### src/rtl/alu_operand_issue_pkg.sv
// Shared definitions for the ID->EX operand issue stage: default widths,
// ALU opcode encodings and the EX-register bubble value.
package alu_operand_issue_pkg;

  localparam int unsigned ALU_DW = 32;
  localparam int unsigned ALU_RW = 5;
  localparam int unsigned ALU_OPW = 3;

  typedef enum logic [ALU_OPW-1:0] {
    ALU_ADD = 3'b000,
    ALU_AND = 3'b001,
    ALU_OR  = 3'b010,
    ALU_XOR = 3'b011,
    ALU_SRL = 3'b100,
    ALU_SLL = 3'b101,
    ALU_SUB = 3'b110,
    ALU_ILL = 3'b111
  } aluop_e;

  // Control half of the EX register; data fields are zeroed separately.
  typedef struct packed {
    logic               valid;
    logic               wreg;
    logic               m2reg;
    logic [ALU_OPW-1:0] aluop;
  } ex_ctrl_t;

  localparam ex_ctrl_t EX_CTRL_BUBBLE = '{valid: 1'b0, wreg: 1'b0, m2reg: 1'b0, aluop: ALU_ADD};

endpackage

### src/rtl/alu_operand_issue_fwd_mux.sv
// One-operand forwarding selector. Picks the youngest in-flight producer of
// src_i (EX, then MEM, then WB) or falls back to the register-file value.
// Register index 0 never matches a producer.
// Ports: src_i/rf_val_i operand index and RF value; ex_*/mem_*/wb_* producer
// state; fwd_val_c forwarded operand (combinational).
module alu_operand_issue_fwd_mux #(
  parameter int unsigned DW = 32,
  parameter int unsigned RW = 5
) (
  input  logic [RW-1:0] src_i,
  input  logic [DW-1:0] rf_val_i,
  input  logic          ex_valid_i,
  input  logic          ex_wreg_i,
  input  logic          ex_m2reg_i,
  input  logic [RW-1:0] ex_dst_i,
  input  logic [DW-1:0] ex_alu_output_i,
  input  logic          mem_wreg_i,
  input  logic          mem_m2reg_i,
  input  logic [RW-1:0] mem_dst_i,
  input  logic [DW-1:0] mem_alu_result_i,
  input  logic [DW-1:0] mem_load_data_i,
  input  logic          wb_wreg_i,
  input  logic [RW-1:0] wb_dst_i,
  input  logic [DW-1:0] wb_data_i,
  output logic [DW-1:0] fwd_val_c
);

  logic src_nz_c;
  logic ex_hit_c;
  logic mem_hit_c;
  logic wb_hit_c;

  assign src_nz_c  = (src_i != '0);
  // A load in EX has no data yet; the stall logic covers that case.
  assign ex_hit_c  = src_nz_c & ex_valid_i & ex_wreg_i & ~ex_m2reg_i & (ex_dst_i == src_i);
  assign mem_hit_c = src_nz_c & mem_wreg_i & (mem_dst_i == src_i);
  assign wb_hit_c  = src_nz_c & wb_wreg_i & (wb_dst_i == src_i);

  // Priority select, youngest producer first.
  always_comb begin
    fwd_val_c = rf_val_i;
    if (ex_hit_c) begin
      fwd_val_c = ex_alu_output_i;
    end else if (mem_hit_c) begin
      fwd_val_c = mem_m2reg_i ? mem_load_data_i : mem_alu_result_i;
    end else if (wb_hit_c) begin
      fwd_val_c = wb_data_i;
    end
  end

endmodule

### src/rtl/alu_operand_issue.sv
// ID->EX pipeline register producing ALU operands and opcode. Forwards from
// EX/MEM/WB, stalls decode for one cycle on a load-use hazard, and inserts
// bubbles on stall, flush or no valid decode instruction.
// Ports: clk/clrn clock and async active-low reset; id_* decode instruction
// and id_ready handshake (combinational); flush kills the entering
// instruction; ex_alu_output/mem_*/wb_* forwarding sources; ex_* registered
// EX-stage outputs.
// Optional: define ALU_OP_CHECK_EN to turn opcode 111 into a bubble and add
// the sticky illegal_op output.
module alu_operand_issue
  import alu_operand_issue_pkg::*;
#(
  parameter int unsigned DW = ALU_DW,
  parameter int unsigned RW = ALU_RW
) (
  input  logic          clk,
  input  logic          clrn,
  input  logic          id_valid,
  output logic          id_ready,
  input  logic [2:0]    id_aluop,
  input  logic [RW-1:0] id_rs,
  input  logic [RW-1:0] id_rt,
  input  logic [DW-1:0] id_rs_val,
  input  logic [DW-1:0] id_rt_val,
  input  logic [DW-1:0] id_imm,
  input  logic [4:0]    id_sa,
  input  logic          id_aluimm,
  input  logic          id_shift,
  input  logic [RW-1:0] id_dst,
  input  logic          id_wreg,
  input  logic          id_m2reg,
  input  logic          flush,
  input  logic [DW-1:0] ex_alu_output,
  input  logic [RW-1:0] mem_dst,
  input  logic          mem_wreg,
  input  logic          mem_m2reg,
  input  logic [DW-1:0] mem_alu_result,
  input  logic [DW-1:0] mem_load_data,
  input  logic [RW-1:0] wb_dst,
  input  logic          wb_wreg,
  input  logic [DW-1:0] wb_data,
  output logic          ex_valid,
  output logic [DW-1:0] ex_alua,
  output logic [DW-1:0] ex_alub,
  output logic [2:0]    ex_aluop,
  output logic [RW-1:0] ex_dst,
`ifdef ALU_OP_CHECK_EN
  output logic          illegal_op,
`endif
  output logic          ex_wreg,
  output logic          ex_m2reg
);

  ex_ctrl_t      ctrl_q, ctrl_d;
  logic [RW-1:0] dst_q, dst_d;
  logic [DW-1:0] alua_q, alua_d;
  logic [DW-1:0] alub_q, alub_d;

  logic          uses_rs_c;
  logic          stall_c;
  logic          take_c;
  logic [DW-1:0] rs_fwd_c;
  logic [DW-1:0] rt_fwd_c;

  // Operand forwarding, one selector per source register.
  alu_operand_issue_fwd_mux #(.DW(DW), .RW(RW)) u_fwd_rs (
    .src_i            (id_rs),
    .rf_val_i         (id_rs_val),
    .ex_valid_i       (ctrl_q.valid),
    .ex_wreg_i        (ctrl_q.wreg),
    .ex_m2reg_i       (ctrl_q.m2reg),
    .ex_dst_i         (dst_q),
    .ex_alu_output_i  (ex_alu_output),
    .mem_wreg_i       (mem_wreg),
    .mem_m2reg_i      (mem_m2reg),
    .mem_dst_i        (mem_dst),
    .mem_alu_result_i (mem_alu_result),
    .mem_load_data_i  (mem_load_data),
    .wb_wreg_i        (wb_wreg),
    .wb_dst_i         (wb_dst),
    .wb_data_i        (wb_data),
    .fwd_val_c        (rs_fwd_c)
  );

  alu_operand_issue_fwd_mux #(.DW(DW), .RW(RW)) u_fwd_rt (
    .src_i            (id_rt),
    .rf_val_i         (id_rt_val),
    .ex_valid_i       (ctrl_q.valid),
    .ex_wreg_i        (ctrl_q.wreg),
    .ex_m2reg_i       (ctrl_q.m2reg),
    .ex_dst_i         (dst_q),
    .ex_alu_output_i  (ex_alu_output),
    .mem_wreg_i       (mem_wreg),
    .mem_m2reg_i      (mem_m2reg),
    .mem_dst_i        (mem_dst),
    .mem_alu_result_i (mem_alu_result),
    .mem_load_data_i  (mem_load_data),
    .wb_wreg_i        (wb_wreg),
    .wb_dst_i         (wb_dst),
    .wb_data_i        (wb_data),
    .fwd_val_c        (rt_fwd_c)
  );

  // Load-use hazard: the load in EX has no data until it reaches MEM.
  // rt is always treated as a source, even for immediate forms.
  assign uses_rs_c = ~id_shift;
  assign stall_c   = id_valid & ctrl_q.valid & ctrl_q.wreg & ctrl_q.m2reg & (dst_q != '0) &
                     ((uses_rs_c & (dst_q == id_rs)) | (dst_q == id_rt));
  assign id_ready  = ~stall_c;

`ifdef ALU_OP_CHECK_EN
  logic illegal_c;
  logic illegal_q, illegal_d;

  assign illegal_c  = id_valid & ~flush & ~stall_c & (id_aluop == ALU_ILL);
  assign take_c     = id_valid & ~flush & ~stall_c & ~illegal_c;
  assign illegal_d  = illegal_q | illegal_c;
  assign illegal_op = illegal_q;

  // Sticky illegal-opcode flag, cleared only by reset.
  always_ff @(posedge clk or negedge clrn) begin
    if (!clrn) begin
      illegal_q <= 1'b0;
    end else begin
      illegal_q <= illegal_d;
    end
  end
`else
  assign take_c = id_valid & ~flush & ~stall_c;
`endif

  // Next EX register contents: captured instruction or bubble.
  always_comb begin
    ctrl_d = EX_CTRL_BUBBLE;
    dst_d  = '0;
    alua_d = '0;
    alub_d = '0;
    if (take_c) begin
      ctrl_d.valid = 1'b1;
      ctrl_d.wreg  = id_wreg;
      ctrl_d.m2reg = id_m2reg;
      ctrl_d.aluop = id_aluop;
      dst_d        = id_dst;
      alua_d       = id_shift ? DW'(id_sa) : rs_fwd_c;
      alub_d       = id_aluimm ? id_imm : rt_fwd_c;
    end
  end

  // ID->EX pipeline register.
  always_ff @(posedge clk or negedge clrn) begin
    if (!clrn) begin
      ctrl_q <= EX_CTRL_BUBBLE;
      dst_q  <= '0;
      alua_q <= '0;
      alub_q <= '0;
    end else begin
      ctrl_q <= ctrl_d;
      dst_q  <= dst_d;
      alua_q <= alua_d;
      alub_q <= alub_d;
    end
  end

  assign ex_valid = ctrl_q.valid;
  assign ex_wreg  = ctrl_q.wreg;
  assign ex_m2reg = ctrl_q.m2reg;
  assign ex_aluop = ctrl_q.aluop;
  assign ex_dst   = dst_q;
  assign ex_alua  = alua_q;
  assign ex_alub  = alub_q;

endmodule

### config.mk
export PLATFORM = sky130hd
export DESIGN_NAME = alu_operand_issue
export DESIGN_NICKNAME = d
export VERILOG_FILES = /design/src/rtl/alu_operand_issue_pkg.sv /design/src/rtl/alu_operand_issue_fwd_mux.sv /design/src/rtl/alu_operand_issue.sv
export SDC_FILE = /design/constraint.sdc
export NUM_CORES = 1
export LEC_CHECK = 0
export CAP_MARGIN = 10
export CORE_MARGIN = 1
export CORE_UTILIZATION = 35
export DETAILED_ROUTE_END_ITERATION = 7
export PLACE_DENSITY = 0.78
export SETUP_SLACK_MARGIN = 0.05
export SYNTH_ARGS = -nofsm -noshare
export SYNTH_HDL_FRONTEND = slang
export SYNTH_SLANG_ARGS = --single-unit
### constraint.sdc
create_clock -name clk -period 2.3 [get_ports clk]
set_clock_uncertainty 0.1 [all_clocks]
set_input_delay 0.69 -clock clk [delete_from_list [all_inputs] [get_ports clk]]
set_output_delay 0.69 -clock clk [all_outputs]
set_load 0.01 [all_outputs]
Word-level counts from Yosys, hierarchy flattened:

Index checks and enable logic that the tools add are counted.

* register bits after elaboration: 75
* logic and storage cells: 58
* input bits: 268
* output and inout bits: 76

* mux-type cells: 13
* equal/unequal tests: 6
* reduce and logical (&&, ||, !) cells: 3
* bitwise logic cells: 29

Operator list (count)
* two-way mux 32 bit: 11
* equality test 5 bit: 6
* bitwise AND 1 bit: 24
* nonzero test 5 bit: 3
* two-way mux 6 bit: 1
* two-way mux 5 bit: 1
* inverter 1 bit: 4
* bitwise OR 1 bit: 1

Logic depth before layout (Yosys ltp):

Gate-level depths: netlist of the first run.

* depth in word-level cells: 8
* gate-level depth with buffers: 8
* depth with buffers taken out: 6

Cells and area by module:

From an unflattened synthesis of the first run, not the netlist that was laid out.

* cell total of the unflattened synthesis: 662
* area, all modules: 6662.6 sq um

By module, submodules not included
* alu_operand_issue: sequential area each 1876.8 sq um, cells an instance 312, area each 3359.5 sq um, times used 1
* alu_operand_issue_fwd_mux: sequential area each 0.0 sq um, cells an instance 175, area each 1651.6 sq um, times used 2

Worst setup path before layout of the first run:

OpenSTA, ideal clock, no wires.

* path type: input-to-reg
* from: input port id_rt[3]
* to: register alub_q[11] (netlist: ex_alub[11])
* stages on the path: 7
* path slack: -0.062 ns
* required time: 2.106 ns
* path buffers: 2
* library setup time: 0.094 ns
* arrival time: 2.169 ns
* path through: buf_6 > xor2_1 > nor4_4 > nand3_2 > nor3b_4 > buf_6 > a221oi_2

* longest elaborated chain between the ends: 8
* elaborated cells between the ends (all ways): 21
* classes of those cells: eq/ne: 3; mux: 5; bitwise: 12; reduce/logical: 1

Ends and longest elaborated chain
* start: declaration: RTL line alu_operand_issue.sv:22 `input logic [RW-1:0] id_rt,`
* nonzero test 5 bit: RTL line alu_operand_issue_fwd_mux.sv:33 `assign src_nz_c = (src_i != '0);`
* bitwise AND 1 bit (on tied branches) (2 in series): RTL line alu_operand_issue_fwd_mux.sv:37, alu_operand_issue_fwd_mux.sv:35
* two-way mux 32 bit / bitwise AND 1 bit (equally long branches): RTL line alu_operand_issue_fwd_mux.sv:46, alu_operand_issue_fwd_mux.sv:35
* two-way mux 32 bit / bitwise AND 1 bit (equally long branches): RTL line alu_operand_issue_fwd_mux.sv:44, alu_operand_issue_fwd_mux.sv:35
* two-way mux 32 bit: RTL line alu_operand_issue_fwd_mux.sv:42 `if (ex_hit_c) begin`
* two-way mux 32 bit: RTL line alu_operand_issue.sv:145 `alub_d = id_aluimm ? id_imm : rt_fwd_c;`
* two-way mux 32 bit (*): RTL line alu_operand_issue.sv:138 `if (take_c) begin`
* net alub_d[11]: RTL line alu_operand_issue.sv:57 `logic [DW-1:0] alub_q, alub_d;`
* end signal: assignment: RTL line alu_operand_issue.sv:160 `alub_q <= alub_d;`
* end: declaration: RTL line alu_operand_issue.sv:57

Mark *: on every way through the listed nets, which the timed path passes. The rest lies on a longest branch.

Worst setup path after layout of the first run:

* from: input port id_rs[1]
* to: output port id_ready

* longest elaborated chain between the ends: 5

Ends and longest elaborated chain
* start: declaration: RTL line alu_operand_issue.sv:21 `input logic [RW-1:0] id_rs,`
* equality test 5 bit: RTL line alu_operand_issue.sv:108 `((uses_rs_c & (dst_q == id_rs)) | (dst_q == id_rt));`
* bitwise AND 1 bit: RTL line alu_operand_issue.sv:108
* bitwise OR 1 bit: RTL line alu_operand_issue.sv:108
* bitwise AND 1 bit: RTL line alu_operand_issue.sv:107 `assign stall_c = id_valid & ctrl_q.valid & ctrl_q.wreg & ctrl_q.m2reg & (dst_q != '0) &`
* inverter 1 bit: RTL line alu_operand_issue.sv:109 `assign id_ready = ~stall_c;`
* end: declaration: RTL line alu_operand_issue.sv:19 `output logic id_ready,`

Every way passes these cells.

==> reports/qor.csv, run 1 <==
metric;value;unit
maxcap violations;0;
number of buffers inserted during clock tree synthesis;9;
Worst-path clk slew;0.06;ns
Clock power frac;32.3;%
Initial Util;36.03;%
Area Growth Syn to Fin;116.1;%
CTS sink cnt;75;
register area;1883;µm²
Tmin final;2.505;ns
first-pass GRT wire length;46600;µm
Core Rows;47;
logic gate share of total power;38.6;%
Detailed Route Iter0 Violations;1141;
period utilization;108.9;%
Die X-Extent;132.9;µm
sequential power share;29.0;%
Final Setup Violations;27;
switching portion of total power;31.10;%
vias in the first global route;7801;
Worst Reg-to-Reg Cells;9;
Setup crit end kind;primary output;
Synth Warn #;0;
worst r2r src;ex_dst[0]$_DFF_PN0_;
flops & latches, synth;75;
DR vias/cell;6.191;
reg2reg end;ex_alub[2]$_DFF_PN0_;
Die H;132.9;µm
Synth Net Count;942;
IO Pins;344;
Post-DP HPWL;21620;µm
DP Cell Count;1268;
placed inst area;10550;µm²
number of nets with antenna violations after routing;0;
Worst-Margin Slew;0.5300;ns
initial antenna violation count;2;
clock latency on the worst-skew pair;0.34;ns
Core Box Area;16640;µm²
Cell Pwr Density;369.8;nW/µm²
Worst R2R Setup Slack;-0.06;ns
area of the multi-input gates;4817;µm²
most frequent cells in the layout;312 x clkdlybuf4s50_1, 70 x dfrtp_1, 70 x buf_4;
Netlist Area Pre-Place;5997;µm²
final hold violation count;0;
Synth async-reset ratio;100.0;%
crit path launch type;input pin;
NetSw;0.001491;W
total number of vias;8314;
Max transition margin;64.67;%
nets@finish;1384;
cell area after layout;12960;µm²
CTS Hold Buffers Added;0;
Root Driver;clkbuf_16;
Post-synth EDFFs;0;
failing checks;setup timing;
Post-route DRC;0;
Non-Filler Instances;1343;
fin worst setup slack;-0.2054;ns
RSZ-0062 raised after global routing;true;
Worst Setup EP;id_ready;
CP max FO;2;
DR pass1 iterations;5;
Critical Path AT;1.72;ns
Worst Path Required;1.51;ns
TritonCTS clock tree;built;
final core utilization;77.89;%
share of post-route cells with drive strength above 1;32.02;%
Top FF cell, synth;dfrtp_1;
PortBufs;343;
worst setup path startpoint;id_rs[1];
Yosys cell types;45;
pins over their slew limit;0;
Hold WC Path Type;input pin to asynchronous set/reset pin;
status;complete, but fails checks;
leakage power;5.313;nW
gr usage total;35.28;%
largest net degree at the start of global routing;40;
gpl congestion;0.9051;
sequential fraction of the synthesis area;31.30;%
Pint;0.003303;W
mean area per synthesized cell;8.898;µm²
DRT Wirelength;34880;µm
Fmax;0.3991;GHz
gr ovfl total;0;
Worst Setup Path Type;input pin to primary output;
die area;17660;µm²
Filler cells;1030;
drt wl/cell;25.97;µm
Max clock buf depth;2;
H-tree levels;3;
Mapped Cells;674;
commonest non-fill, non-tap cell in the layout;clkdlybuf4s50_1;
maximum vdd drop;0.0003542;V
==> layer usage <==
layer  up-vias  wire length [µm]  GRT usage [%]
met5         -                 0              0
met4         0              2077          17.82
met3       181              3525          6.513
met2       708             16710          59.16
met1      4010             12570          43.23
li1       3415                 -              -
==> sequential cells by signal, indices dropped and copies added, names as in the netlist <==
name and flops:
ex_alua 32, ex_alub 32, ex_dst 5, ex_aluop 3, ex_m2reg 1, ex_valid 1
ex_wreg 1
==> synth_stat cells, types with 2 or more instances <==
master      n  area, µm²
a211oi_1    2      15.01
a211oi_2    2      25.02
a21boi_0   27      202.7
a21oi_1    28      140.1
a221oi_1    7      61.31
a221oi_2   30      450.4
a31oi_1    37      231.5
and2_1     12      75.07
and3_1     27      168.9
and4bb_1    2      25.02
buf_1       4      15.01
buf_2      16      80.08
buf_6       4      45.04
clkbuf_1   43      161.4
dfrtp_1    75       1877
inv_1      37      138.9
mux2_2      6      67.56
mux2i_1    67      670.6
nand2_1    70      262.8
nand3_1    30      150.1
nand3b_1    2      15.01
nand4_1    27      168.9
nor2_1      2      7.510
nor3_1      2      10.01
nor4_1      2      12.51
nor4_4      4      85.08
o21ai_0    30      150.1
o2bb2ai_1   2      17.52
o311ai_0   12      105.1
o311ai_1   15      131.4
o31ai_1     7      52.55
xnor2_1     4      35.03
xor2_1     27      236.5
==> worst max-delay path: stages <==
cell and delay (ns):
buf_2 0.12, xor2_1 0.17, or3_4 0.40, o2bb2ai_4 0.14
nand2_2 0.06, buf_6 0.12
==> cell type report <==
cell class	count	share of cell area, %
clock inverters	5	0.4633
diodes	2	0.03861
clock buffers	11	1.950
repair buffers	499	42.66
multi-input cells	494	37.16
inverters	37	1.071
flip-flops and latches	75	14.53
well taps	220	2.124
==> kinds of logic after synthesis <==
family                 synth area share, %
AND/OR/NAND/NOR                      17.65
AO/OA/AOI/OAI                        26.66
multiplexers                         12.31
XOR/XNOR                             4.527
buffers and inverters                7.552
flip-flops                           31.30
==> worst min-delay path by stage <==
| stage | startpoint | endpoint | slack (ns) |
|---|---|---|---|
| after CTS | clrn | ex_alua[7]$_DFF_PN0_ | 0.13 |
| after detailed placement | clrn | ex_alua[7]$_DFF_PN0_ | 0.51 |
| after floorplan | clrn | ex_alua[0]$_DFF_PN0_ | 0.29 |
| final | clrn | ex_alua[7]$_DFF_PN0_ | 0.13 |
| after global placement | clrn | ex_alua[8]$_DFF_PN0_ | 0.50 |
| after global routing | clrn | ex_alua[7]$_DFF_PN0_ | 0.14 |
==> through the flow <==
stage	worst slack [ns]	hold slack (ns)	setup TNS (ns)	total power [W]
floorplan	-0.01700	0.2944	-0.01700	0.001908
global placement	-0.9811	0.4998	-54.68	0.002818
detailed placement	-0.9700	0.5055	-55.10	0.002833
CTS	-0.2186	0.1297	-2.898	0.004562
global route	-0.2799	0.1358	-3.225	0.004921
finish	-0.2054	0.1312	-1.854	0.004794
==> power groups by stage <==
stage | clock network (W) | registers (W) | logic, W
2_1_floorplan | 0 | 0.00144 | 0.000467
3_3_place_gp | 0 | 0.00141 | 0.00140
3_5_place_dp | 0 | 0.00141 | 0.00142
4_1_cts | 0.00154 | 0.00139 | 0.00163
5_1_grt | 0.00161 | 0.00140 | 0.00192
6_report | 0.00155 | 0.00139 | 0.00185
==> what timing repair did <==
item                                    in CTS  in global routing
pin swaps                                   65                 68
endpoints found under the hold margin        0                  0
resized for setup                          208                161
endpoints found under the setup margin      80                 67
cloned                                      12                  7
setup buffers                               28                 19
(Power assumes the default switching activity.)
==> run 2: changes to the inputs <==
REMOVE_ABC_BUFFERS = 1   (was not set)
==> reports/qor.csv, run 2 (same netlist as run 1, synthesis figures left out) <==
metric;value;unit;change
Worst R2R Setup Slack;-0.09;ns;-0.03 ns
number of buffers inserted during clock tree synthesis;9;;unchanged
final hold violation count;0;;unchanged
post-route total power;0.004575;W;-4.6%
Buf+Inv Stages, Crit Path;2;;unchanged
reg2reg end;ex_alub[9]$_DFF_PN0_;;
Fmax;0.3928;GHz;-1.6%
CTS sink cnt;75;;unchanged
delay-heaviest family, CP;simple AND/OR/NAND/NOR gates;;
Worst-Margin Slew;0.4537;ns;-0.07631 ns
stages on the worst setup path;6;;unchanged
Met3 Routed Length;2872;µm;-19%
Worst Setup Path Type;input pin to primary output;;
share of post-route cells with drive strength above 1;24.39;%;-7.6 points
DR pass1 iterations;4;;-1
Worst-path clk slew;0.06;ns;about the same
vias in the first global route;7849;;+0.62%
NetSw;0.001318;W;-12%
crit-path cells;buf_2 -> xor2_1 -> or3_4 -> o2bb2ai_4 -> nand2_1 -> buf_2;;
Post-DP HPWL;20090;µm;-7.1%
TritonCTS clock tree;built;;
H-tree levels;3;;unchanged
commonest non-fill, non-tap cell in the layout;clkdlybuf4s50_1;;
delay of the slowest critical-path stage;0.40;ns;about the same
gr ovfl total;0;;unchanged
Critical Path AT;1.76;ns;+0.04 ns
fin worst setup slack;-0.2460;ns;-0.04052 ns
maxcap violations;0;;unchanged
CTS Hold Buffers Added;0;;unchanged
n_diodes;0;;-2
Root Driver;clkbuf_16;;
Die X-Extent;132.9;µm;unchanged
Hold WC Path Type;input pin to asynchronous set/reset pin;;
highest metal used;met4;;
pins over their slew limit;0;;unchanged
metal2 WL;14610;µm;-13%
maximum vdd drop;0.0003526;V;-0.45%
Detailed Route Iter0 Violations;567;;-50%
setup TNS;-2.470;ns;-0.6163 ns
number of nets with antenna violations after routing;0;;unchanged
CP max FO;2;;unchanged
Cell Pwr Density;397.8;nW/µm²;+7.6%
leakage power;4.736;nW;-11%
DR vias/cell;5.909;;-4.6%
first-pass GRT wire length;44220;µm;-5.1%
Area Growth Syn to Fin;91.76;%;
gpl congestion;0.8981;;-0.77%
most used cell, CP;buf_2;;
logic gate share of total power;34.8;%;-3.8 points
RSZ-0062 raised after global routing;true;;
failing checks;setup timing;;
Worst Reg-to-Reg Cells;8;;-1
switching portion of total power;28.81;%;-2.3 points
DP Cell Count;1236;;-2.5%
sequential power share;30.5;%;+1.5 points
drt wl/cell;23.25;µm;-10%
Setup crit end kind;primary output;;
Place WS;-0.9537;ns;+0.01631 ns
Core Rows;47;;unchanged
Worst Path Required;1.51;ns;about the same
Pint;0.003257;W;-1.4%
die area;17660;µm²;unchanged
Die H;132.9;µm;unchanged
DRT Wirelength;29810;µm;-15%
Max clock buf depth;2;;unchanged
Final Setup Violations;55;;+100%
gr usage total;33.17;%;-2.1 points
Non-Filler Instances;1282;;-4.5%
met1 wire length;11010;µm;-12%
worst r2r src;ex_dst[0]$_DFF_PN0_;;
Filler cells;1280;;+24%
Max transition margin;69.76;%;+5.1 points
Crit-path slowest cell;or3_4;;
total number of vias;7575;;-8.9%
status;complete, but fails checks;;
nets@finish;1326;;-4.2%
final core utilization;69.10;%;-8.8 points
clock latency on the worst-skew pair;0.35;ns;about the same
most frequent cells in the layout;315 x clkdlybuf4s50_1, 72 x dfrtp_1, 68 x nand2_1;;
PortBufs;343;;unchanged
Post-route DRC;0;;unchanged
crit path launch type;input pin;;
Clock power frac;34.8;%;+2.5 points
largest net degree at the start of global routing;76;;+90%
Initial Util;36.03;%;unchanged
IO Pins;344;;unchanged
initial antenna violation count;0;;-2
Core Box Area;16640;µm²;unchanged
Tmin final;2.546;ns;+0.04052 ns
period utilization;110.7;%;+1.8 points
## run 2: power groups by stage
| stage | logic (W) | registers [W] | clock network, W |
|---|---|---|---|
| finish | 0.00159 | 0.00139 | 0.00159 |
| global route | 0.00167 | 0.00140 | 0.00167 |
| CTS | 0.00152 | 0.00139 | 0.00161 |
| detailed placement | 0.00135 | 0.00142 | 0 |
| global placement | 0.00134 | 0.00142 | 0 |
| floorplan | 0.000403 | 0.00144 | 0 |
## run 2: how the worst max path moves through the flow
stage / from / end / slack (ns)
after floorplan: id_rs[1] / ex_alua[0]$_DFF_PN0_ / -1.71
after global placement: id_rs[2] / id_ready / -0.95
after detailed placement: id_rs[2] / id_ready / -0.95
after CTS: ex_dst[2]$_DFF_PN0_ / id_ready / -0.23
after global routing: ex_dst[0]$_DFF_PN0_ / id_ready / -0.29
final: id_rs[1] / id_ready / -0.25
## run 2: routing by layer
metal | GRT usage [%] | up-vias
met2 | 55.93 | 515
met5 | 0 | -
li1 | - | 3295
met4 | 18.97 | 0
met3 | 7.165 | 98
met1 | 38.88 | 3667
## run 2: what timing repair did
action / CTS / global route
buffers inserted: 23 / 3
resized for setup: 170 / 42
pin swaps: 36 / 16
cloned: 7 / 1
setup endpoints to repair: 76 / 67
## run 2: final cells by class
class	instances	area [µm²]	share of cell area (%)
clock buffers	11	252.7	2.198
clock inverters	4	73.82	0.6419
inverters	37	138.9	1.208
multi-input cells	493	4202	36.54
flip-flops and latches	75	1881	16.35
well taps	220	275.3	2.394
repair buffers	442	4677	40.67
## run 2: through the flow
step / hold slack, ns / area [µm²]
after floorplan: 0.2944 / 5683
after global placement: 0.6487 / 10160
after detailed placement: 0.6483 / 10160
after CTS: 0.2816 / 11290
after global routing: 0.2851 / 11500
final: 0.2603 / 11500
==> run 3: changes to the inputs <==
CTS_BUF_LIST = sky130_fd_sc_hd__clkbuf_2   (was not set)
GPL_TIMING_DRIVEN = 0   (was not set)
==> reports/qor.csv, run 3 (same netlist as run 1, synthesis figures left out) <==
metric;value;unit;change
status;complete, but fails checks;;
failing checks;setup timing;;
Core Rows;47;;unchanged
final hold violation count;0;;unchanged
maxcap violations;0;;unchanged
most frequent cells in the layout;253 x clkdlybuf4s50_1, 80 x dlygate4sd2_1, 71 x dfrtp_1;;
Worst-path clk slew;0.22;ns;+0.16 ns
PortBufs;343;;unchanged
met1 wire length;10510;µm;-4.5%
fin worst setup slack;-0.5435;ns;-0.2975 ns
Max transition margin;49.84;%;-20 points
clock latency on the worst-skew pair;0.58;ns;+0.23 ns
total number of vias;7368;;-2.7%
IO Pins;344;;unchanged
leakage power;4.543;nW;-4.1%
crit-path cells;xor2_1 -> or3_4 -> o2bb2ai_4 -> nand2_2 -> buf_6;;
final core utilization;62.07;%;-7.0 points
Filler cells;1415;;+11%
Max clock buf depth;2;;unchanged
DR pass1 iterations;6;;+2
Die H;132.9;µm;unchanged
TritonCTS clock tree;built;;
Met3 Routed Length;3324;µm;+16%
reg2reg end;ex_aluop[0]$_DFF_PN0_;;
worst r2r src;ex_dst[1]$_DFF_PN0_;;
Core Box Area;16640;µm²;unchanged
Cell Pwr Density;343.5;nW/µm²;-14%
number of nets with antenna violations after routing;0;;unchanged
register area;1882;µm²;about the same
Critical Path AT;2.05;ns;+0.29 ns
Worst Reg-to-Reg Cells;8;;unchanged
crit path launch type;flip-flop;;
Final Hold Slack;0.4074;ns;+0.1471 ns
commonest non-fill, non-tap cell in the layout;clkdlybuf4s50_1;;
period utilization;123.6;%;+13 points
Post-route DRC;0;;unchanged
maximum vdd drop;0.0001989;V;-44%
Die X-Extent;132.9;µm;unchanged
CTS sink cnt;75;;unchanged
largest net degree at the start of global routing;59;;-22%
gpl congestion;0.8598;;-4.3%
Post-DP HPWL;19590;µm;-2.5%
Area Growth Syn to Fin;72.25;%;
Worst-Margin Slew;0.7524;ns;+0.2988 ns
Place WS;-3.197;ns;-2.243 ns
area of the multi-input gates;3929;µm²;-6.5%
Worst Path Required;1.51;ns;about the same
Worst Setup Path Type;flip-flop to primary output;;
first-pass GRT wire length;42980;µm;-2.8%
highest metal used;met4;;
number of buffers inserted during clock tree synthesis;9;;unchanged
initial antenna violation count;1;;+1
metal2 WL;13840;µm;-5.3%
Worst R2R Setup Slack;-0.52;ns;-0.43 ns
gr usage total;31.95;%;-1.2 points
gr ovfl total;0;;unchanged
pins over their slew limit;0;;unchanged
RSZ-0062 raised after global routing;true;;
DRT Wirelength;28750;µm;-3.5%
H-tree levels;3;;unchanged
drt wl/cell;23.15;µm;-0.44%
Root Driver;clkbuf_2;;
DR vias/cell;5.932;;+0.40%
nets@finish;1285;;-3.1%
Hold WC Path Type;input pin to asynchronous set/reset pin;;
share of post-route cells with drive strength above 1;14.89;%;-9.5 points
CP max FO;3;;+1
Final Setup Violations;76;;+38%
Initial Util;36.03;%;unchanged
Detailed Route Iter0 Violations;684;;+21%
vias in the first global route;7580;;-3.4%
Crit-path slowest cell;dfrtp_1;;
delay of the slowest critical-path stage;0.48;ns;+0.08 ns
Tmin final;2.843;ns;+0.2975 ns
Fmax;0.3517;GHz;-10%
Setup crit end kind;primary output;;
die area;17660;µm²;unchanged
-- run 3: power by group --
group / internal, W / total, W / switching (W)
clock network: 0.000246 / 0.000772 / 0.000527
registers: 0.00137 / 0.00139 / 0.0000192
logic: 0.000738 / 0.00139 / 0.000648
total: 0.00235 / 0.00355 / 0.00119
-- run 3: critical path: cells and delay by family (launching register included) --
family	cells	cell delay [ns]
and+or+nand+nor	2	0.51
AOI/OAI and AO/OA	1	0.14
buffers and inverters	1	0.14
xor gates and xnor gates	1	0.21
DFF	1	0.48
-- run 3: how the worst max path moves through the flow --
stage | start | endpoint | depth (start not counted)
2_1_floorplan | id_rs[1] | ex_alua[0]$_DFF_PN0_ | 5
3_3_place_gp | id_rs[1] | ex_alua[4]$_DFF_PN0_ | 6
3_5_place_dp | id_rt[3] | ex_alub[31]$_DFF_PN0_ | 8
4_1_cts | ex_dst[0]$_DFF_PN0_ | id_ready | 5
5_1_grt | ex_dst[4]$_DFF_PN0_ | ex_aluop[0]$_DFF_PN0_ | 8
6_report | ex_dst[1]$_DFF_PN0_ | id_ready | 5
-- run 3: area by class of cell --
type	instances	share of cell area, %
diodes	1	0.02422
clock buffers	11	0.5329
clock inverters	4	0.4118
inverters	37	1.344
multi-input cells	495	38.03
flip-flops and latches	75	18.22
well taps	220	2.665
repair buffers	399	38.77
-- run 3: repair_timing --
action,in CTS,in global routing
setup endpoints to repair,151,76
hold buffers,1,0
pin swaps,8,9
gates cloned,2,1
resized for setup,130,30
endpoints found under the hold margin,17,0
buffers inserted,21,13
-- run 3: per-layer routing --
| metal | track usage [%] | vias to the layer above |
|---|---|---|
| li1 | - | 3210 |
| met1 | 38.15 | 3465 |
| met2 | 53.17 | 595 |
| met3 | 8.621 | 98 |
| met4 | 15.07 | 0 |
| met5 | 0 | - |
-- run 3: stage by stage --
step	setup TNS [ns]	total power [W]	area [µm²]	instances
floorplan	-112.50	0.001844	5683	605
global placement	-499.64	0.002647	9392	1168
detailed placement	-175.08	0.002727	9801	1189
CTS	-18.77	0.003498	10080	1228
global route	-26.36	0.003701	10330	1242
finish	-19.25	0.003549	10330	1242
